**src/rtl/coin_change_dispenser_if.sv**
```systemverilog
// Change-request and coin-strobe bundle between the machine controller (master)
// and the coin change dispenser (slave).
interface coin_change_dispenser_if #(
  parameter int AMT_W = 8
);
  // Handshake: a request transfers on a rising edge where req=1 and ready=1;
  // amount must be stable on that edge. req with ready=0 is dropped, never queued.
  logic             req;
  logic [AMT_W-1:0] amount;
  logic             quarter_avail;
  logic             dime_avail;
  logic             nickel_avail;
  logic             ready;
  logic             valid;
  logic             quarter;
  logic             dime;
  logic             nickel;
  logic             done;
  logic             error;
  logic [AMT_W-1:0] remaining;

  modport master (
    output req, amount, quarter_avail, dime_avail, nickel_avail,
    input  ready, valid, quarter, dime, nickel, done, error, remaining
  );

  modport slave (
    input  req, amount, quarter_avail, dime_avail, nickel_avail,
    output ready, valid, quarter, dime, nickel, done, error, remaining
  );
endinterface

```
**src/rtl/coin_change_dispenser.sv**
```systemverilog
// Pays out a change amount as largest-first coin strobes, skipping empty tubes,
// and finishes each transaction with a one-cycle done or error pulse.
module coin_change_dispenser #(
  parameter int AMT_W      = 8,
  parameter int MAX_CENTS  = 135,
  parameter int GAP_CYCLES = 1
) (
  input  logic                     clk,
  input  logic                     reset_n,
  coin_change_dispenser_if.slave   bus,
  output logic [2:0]               state_dbg
);

  localparam int GW = (GAP_CYCLES > 1) ? $clog2(GAP_CYCLES) : 1;

  typedef enum logic [2:0] {
    IDLE   = 3'd0,
    SELECT = 3'd1,
    COIN   = 3'd2,
    GAP    = 3'd3,
    DONE   = 3'd4,
    ERR    = 3'd5
  } state_t;

  state_t           state, state_n;
  logic [AMT_W-1:0] rem_n;
  logic [GW-1:0]    gap_cnt, gap_n;
  logic [2:0]       coin_n;
  logic             bad_amount;

  assign state_dbg  = state;
  assign bad_amount = (bus.amount > AMT_W'(MAX_CENTS)) ||
                      ((bus.amount % AMT_W'(5)) != '0);

  always_comb begin
    state_n = state;
    rem_n   = bus.remaining;
    gap_n   = gap_cnt;
    coin_n  = 3'b000;
    case (state)
      IDLE: begin
        if (bus.req) begin
          rem_n   = bus.amount;
          state_n = bad_amount ? ERR : SELECT;
        end
      end
      SELECT: begin
        // Greedy and final: a coin is taken only when it fits, so no underflow.
        if (bus.remaining == '0) begin
          state_n = DONE;
        end else if (bus.remaining >= AMT_W'(25) && bus.quarter_avail) begin
          state_n = COIN;
          coin_n  = 3'b100;
          rem_n   = bus.remaining - AMT_W'(25);
        end else if (bus.remaining >= AMT_W'(10) && bus.dime_avail) begin
          state_n = COIN;
          coin_n  = 3'b010;
          rem_n   = bus.remaining - AMT_W'(10);
        end else if (bus.remaining >= AMT_W'(5) && bus.nickel_avail) begin
          state_n = COIN;
          coin_n  = 3'b001;
          rem_n   = bus.remaining - AMT_W'(5);
        end else begin
          state_n = ERR;
        end
      end
      COIN: begin
        if (GAP_CYCLES == 0) begin
          state_n = SELECT;
        end else begin
          state_n = GAP;
          gap_n   = GW'(GAP_CYCLES - 1);
        end
      end
      GAP: begin
        if (gap_cnt == '0) state_n = SELECT;
        else               gap_n   = gap_cnt - GW'(1);
      end
      DONE:    state_n = IDLE;
      ERR:     state_n = IDLE;
      default: state_n = IDLE;
    endcase
  end

  // Outputs are flopped from the next state so every strobe is a clean register.
  always_ff @(posedge clk or negedge reset_n) begin
    if (!reset_n) begin
      state         <= IDLE;
      gap_cnt       <= '0;
      bus.remaining <= '0;
      bus.ready     <= 1'b1;
      bus.valid     <= 1'b0;
      bus.quarter   <= 1'b0;
      bus.dime      <= 1'b0;
      bus.nickel    <= 1'b0;
      bus.done      <= 1'b0;
      bus.error     <= 1'b0;
    end else begin
      state         <= state_n;
      gap_cnt       <= gap_n;
      bus.remaining <= rem_n;
      bus.ready     <= (state_n == IDLE);
      bus.valid     <= (state_n == COIN);
      bus.quarter   <= coin_n[2];
      bus.dime      <= coin_n[1];
      bus.nickel    <= coin_n[0];
      bus.done      <= (state_n == DONE);
      bus.error     <= (state_n == ERR);
    end
  end

endmodule

```
**src/flat_wrapper.sv**
```systemverilog
// flat-port wrapper written by rule: the top's interface ports become plain ports
module coin_change_dispenser_flat 
#(
  parameter int AMT_W      = 8,
  parameter int MAX_CENTS  = 135,
  parameter int GAP_CYCLES = 1
)
  (clk, reset_n, state_dbg, bus_req, bus_amount, bus_quarter_avail, bus_dime_avail, bus_nickel_avail, bus_ready, bus_valid, bus_quarter, bus_dime, bus_nickel, bus_done, bus_error, bus_remaining);
  coin_change_dispenser_if #(.AMT_W(AMT_W)) bus_i ();
  input  logic clk;
  input  logic reset_n;
  output logic [2:0] state_dbg;
  input wire logic [$bits(bus_i.req)-1:0] bus_req;
  input wire logic [$bits(bus_i.amount)-1:0] bus_amount;
  input wire logic [$bits(bus_i.quarter_avail)-1:0] bus_quarter_avail;
  input wire logic [$bits(bus_i.dime_avail)-1:0] bus_dime_avail;
  input wire logic [$bits(bus_i.nickel_avail)-1:0] bus_nickel_avail;
  output wire logic [$bits(bus_i.ready)-1:0] bus_ready;
  output wire logic [$bits(bus_i.valid)-1:0] bus_valid;
  output wire logic [$bits(bus_i.quarter)-1:0] bus_quarter;
  output wire logic [$bits(bus_i.dime)-1:0] bus_dime;
  output wire logic [$bits(bus_i.nickel)-1:0] bus_nickel;
  output wire logic [$bits(bus_i.done)-1:0] bus_done;
  output wire logic [$bits(bus_i.error)-1:0] bus_error;
  output wire logic [$bits(bus_i.remaining)-1:0] bus_remaining;
  assign bus_i.req = bus_req;
  assign bus_i.amount = bus_amount;
  assign bus_i.quarter_avail = bus_quarter_avail;
  assign bus_i.dime_avail = bus_dime_avail;
  assign bus_i.nickel_avail = bus_nickel_avail;
  assign bus_ready = bus_i.ready;
  assign bus_valid = bus_i.valid;
  assign bus_quarter = bus_i.quarter;
  assign bus_dime = bus_i.dime;
  assign bus_nickel = bus_i.nickel;
  assign bus_done = bus_i.done;
  assign bus_error = bus_i.error;
  assign bus_remaining = bus_i.remaining;
  coin_change_dispenser #(.AMT_W(AMT_W), .MAX_CENTS(MAX_CENTS), .GAP_CYCLES(GAP_CYCLES)) u_core (.clk(clk), .reset_n(reset_n), .bus(bus_i), .state_dbg(state_dbg));
endmodule
```
**config.mk**
```make
export PLATFORM = sky130hd
export DESIGN_NAME = coin_change_dispenser_flat
export DESIGN_NICKNAME = d
export VERILOG_FILES = /design/src/rtl/coin_change_dispenser_if.sv /design/src/rtl/coin_change_dispenser.sv /design/src/flat_wrapper.sv
export SDC_FILE = /design/constraint.sdc
export NUM_CORES = 1
export LEC_CHECK = 0
export CAP_MARGIN = 20
export CORE_MARGIN = 5
export CORE_UTILIZATION = 39
export CTS_BUF_LIST = sky130_fd_sc_hd__clkbuf_4 sky130_fd_sc_hd__clkbuf_8
export CTS_CLUSTER_SIZE = 14
export DETAILED_ROUTE_END_ITERATION = 8
export GPL_TIMING_DRIVEN = 0
export PLACE_DENSITY_LB_ADDON = 0.12
export SLEW_MARGIN = 20
export SYNTH_ARGS = -nofsm -noshare
export SYNTH_HDL_FRONTEND = slang
export SYNTH_SLANG_ARGS = --single-unit
export TNS_END_PERCENT = 50
```
**constraint.sdc**
```tcl
create_clock -name clk -period 3 [get_ports clk]
set_input_delay 0.9 -clock clk [delete_from_list [all_inputs] [get_ports clk]]
set_output_delay 0.9 -clock clk [all_outputs]
set_load 0.01 [all_outputs]
```
==> results.sh <==
export IMPL_setup_tns_ps=-460
export IMPL_cts_buffers=3
export IMPL_drive_gt1_share_pct=21.4
export IMPL_ant_nets=0
export IMPL_worstSetupStartpointType="input port"
export IMPL_root_buffer="clkbuf_8"
export IMPL_grt_total_usage_pct=16.9
export IMPL_start_util_pct=40.5
export IMPL_place_congestion=0.846
export IMPL_io_pins=32
export IMPL_grt_pass1_wl_um=8830
export IMPL_tritoncts="built"
export IMPL_hold_slack_ps=537
export IMPL_clkSinkCount=18
export IMPL_overflow=0
export IMPL_cp_end_kind="register"
export IMPL_finalMaxSlewViolations=0
export IMPL_die_x_um=80.3
export IMPL_coreArea_um2=4750
export IMPL_synth_area_leaders="dfrtp_1, ha_1, a21oi_1"
export IMPL_setup_viol=2
export IMPL_worstPathMaxFanout=9
export IMPL_netlist_instances=245
export IMPL_post_route_period_util_pct=108
export IMPL_cts_path_max_buffers=2
export IMPL_vias=1976
export IMPL_p_leak_uw=0.00105
export IMPL_routedWlPerCell_um=14.6
export IMPL_max_slew_margin_pct=44.7
export IMPL_crit_required_ps=3120
export IMPL_setup_slack_ps=-234
export IMPL_p_sw_share_pct=44.2
export IMPL_instances_no_fill=357
export IMPL_clock_latency_ps=260
export IMPL_status="finished, violations left"
export IMPL_netSwitchingPower_uw=798
export IMPL_synth_largest_area_cell="dfrtp_1"
export IMPL_crit_start="bus_amount[4]"
export IMPL_drtIter0Drc=66
export IMPL_power_internal_uw=1010
export IMPL_synth_flop_cell="dfrtp_1"
export IMPL_n_antenna_cell=0
export IMPL_fmax_mhz=309
export IMPL_drv_cap=0
export IMPL_wl_um=5210
export IMPL_r2r_setup_slack_ps=250
export IMPL_pwr_share_seq_pct=27.0
export IMPL_synth_nets=269
export IMPL_drc=0
export IMPL_endpoint="u_core.bus.error$_DFF_PN0_"
export IMPL_synth_async_sr_flop_share_pct=100
export IMPL_rsz0062_at_grt="yes"
export IMPL_hold_viol=0
export IMPL_combPwrFrac_pct=61.8
export IMPL_worst_setup_path_type="in -> reg"
export IMPL_multi_input_area_um2=1440
export IMPL_yosysWarnings=0
export IMPL_reg2reg_depth=10
export IMPL_area_growth_syn_to_layout_pct=33.3
export IMPL_critical_path_arrival_ps=3350
export IMPL_die_area_um2=6450
export IMPL_rows=25
export IMPL_dp_cells=342
export IMPL_fillers=468
export IMPL_port_buffers=30
export IMPL_synth_distinct_cells=65
export IMPL_worst_pin_slew_ps=827
export IMPL_r2r_start="u_core.bus.remaining[1]$_DFFE_PN0P_"
export IMPL_power_uw=1800
export IMPL_cts_max_level=1
export IMPL_synth_common_cells="a21oi_1, o21ai_0, nor2_1"
export IMPL_seq_area_frac_synth_pct=23.4
export IMPL_synth_edf_count=0
export IMPL_violations="negative setup slack"
export IMPL_worstReg2RegEnd="u_core.bus.remaining[3]$_DFFE_PN0P_"
export IMPL_dp_hpwl_um=3820
export IMPL_ys_seq_elements=18
export IMPL_power_density_nw_per_um2=702
export IMPL_hold_class="reg -> reg"
export IMPL_grt_pass1_vias=1825
export IMPL_ir_drop_uv=630
export IMPL_power_frac_clock_pct=11.2
export IMPL_antenna_found_initial=0
export IMPL_synth_area_per_cell_um2=7.86
export IMPL_fin_skew_ps=8.69
export IMPL_die_h_um=80.3
export IMPL_clk_pin_slew_ps=70
export IMPL_synth_top_cell_area_share_pct=22.1
export IMPL_vias_per_cell=5.54
export IMPL_grt_max_degree=19
export IMPL_syn_area_um2=1930
export IMPL_fin_nets=315
export IMPL_seqCellArea_um2=452
export IMPL_fin_crit_ps=3230
export IMPL_drtPass1Iterations=4
export IMPL_synthMostInstantiatedCell="a21oi_1"
==> cells by family after synthesis <==
logic type / count (synthesis) / synth area share [%]
DFF: 18 / 23.4
adders and majority gates: 10 / 6.49
muxes: 3 / 1.69
xor gates and xnor gates: 7 / 3.18
AOI/OAI and AO/OA: 91 / 32.9
buffers and inverters: 27 / 6.10
and+or+nand+nor: 89 / 26.2
==> per-layer routing <==
layer	vias to the layer above	global-route usage [%]	part of all wire (%)
li1	1004	-	-
met1	934	24.5	52
met2	36	26.6	44
met3	2	3.14	3.8
met4	0	2.03	0.36
met5	-	0	0
==> flip-flops by register name, summed over array words and instances (netlist names) <==
name,flops
u_core.bus.dime,1
u_core.bus.done,1
u_core.bus.error,1
u_core.bus.nickel,1
u_core.bus.quarter,1
u_core.bus.ready,1
u_core.bus.remaining,8
u_core.bus.valid,1
u_core.state_dbg,3
==> power by group through the flow <==
stage / Sequential (µW) / Combinational, µW / Clock [µW]
2_1_floorplan: 510 / 656 / 0
3_3_place_gp: 490 / 1070 / 0
3_5_place_dp: 489 / 1070 / 0
4_1_cts: 485 / 1100 / 208
5_1_grt: 510 / 1250 / 222
6_report: 487 / 1110 / 202
==> area by class of cell <==
cell class              instances  share of cell area, %
clock buffers                   4                   2.14
inverters                      12                   1.75
plain buffers                  14                   4.04
repair buffers                 42                   15.2
flip-flops and latches         18                   17.6
well taps                      67                   3.26
multi-input cells             200                   56.0
==> cell usage in the layout (no fill, tap or decap), types with 3 or more instances in the layout <==
| cell type | n |
|---|---|
| dfrtp_1 | 17 |
| o21ai_0 | 18 |
| nand2_1 | 16 |
| nand3_1 | 3 |
| xnor2_1 | 3 |
| o221ai_1 | 3 |
| nor3b_1 | 4 |
| buf_2 | 5 |
| clkdlybuf4s50_1 | 25 |
| inv_1 | 11 |
| clkbuf_8 | 4 |
| xor2_1 | 4 |
| a211oi_1 | 3 |
| a22oi_1 | 3 |
| buf_4 | 13 |
| nor2_1 | 18 |
| a2bb2oi_1 | 3 |
| clkbuf_1 | 3 |
| and2_1 | 5 |
| nand2b_1 | 5 |
| buf_6 | 6 |
| nor3_1 | 8 |
| nor2b_1 | 5 |
| a31oi_1 | 7 |
| ha_1 | 9 |
| o21ai_1 | 4 |
| a21oi_1 | 22 |
==> worst max-delay path: stages <==
cell	delay [ps]
buf_4	140
and4b_1	230
a211oi_2	230
a31oi_1	120
a221oi_2	180
buf_4	180
ha_4	170
o211ai_1	90
o211a_1	140
o2111ai_2	230
and2_4	210
mux2_4	310
o22ai_4	110
a311oi_2	110
==> how the worst min path moves through the flow <==
stage,start,to,slack (ps),cells past startpoint
global route,u_core.state_dbg[2]$_DFF_PN0_,u_core.state_dbg[1]$_DFF_PN0_,560,1
finish,u_core.state_dbg[2]$_DFF_PN0_,u_core.state_dbg[1]$_DFF_PN0_,540,1
floorplan,u_core.state_dbg[2]$_DFF_PN0_,u_core.state_dbg[1]$_DFF_PN0_,530,1
CTS,u_core.state_dbg[2]$_DFF_PN0_,u_core.state_dbg[1]$_DFF_PN0_,530,1
detailed placement,u_core.state_dbg[2]$_DFF_PN0_,u_core.state_dbg[1]$_DFF_PN0_,520,1
global placement,u_core.state_dbg[2]$_DFF_PN0_,u_core.state_dbg[1]$_DFF_PN0_,520,1
==> stage by stage <==
stage	util [%]	setup slack [ps]	instance area, µm²
floorplan	-	-337	1950
global placement	49.1	-1230	2330
detailed placement	49.1	-1260	2330
CTS	52.6	-221	2500
global route	54.0	-421	2570
finish	54.0	-234	2570
==> what timing repair did <==
item / 4_1_cts / 5_1_grt
setup endpoints to repair: 2 / 3
gates resized for setup: 39 / 11
hold buffers: 0 / 0
gates cloned: 0 / 0
hold endpoints to repair: 0 / 0
setup buffers: 8 / 4
pin swaps: 6 / 6
Note: power is estimated with default switching activity, not from simulation.
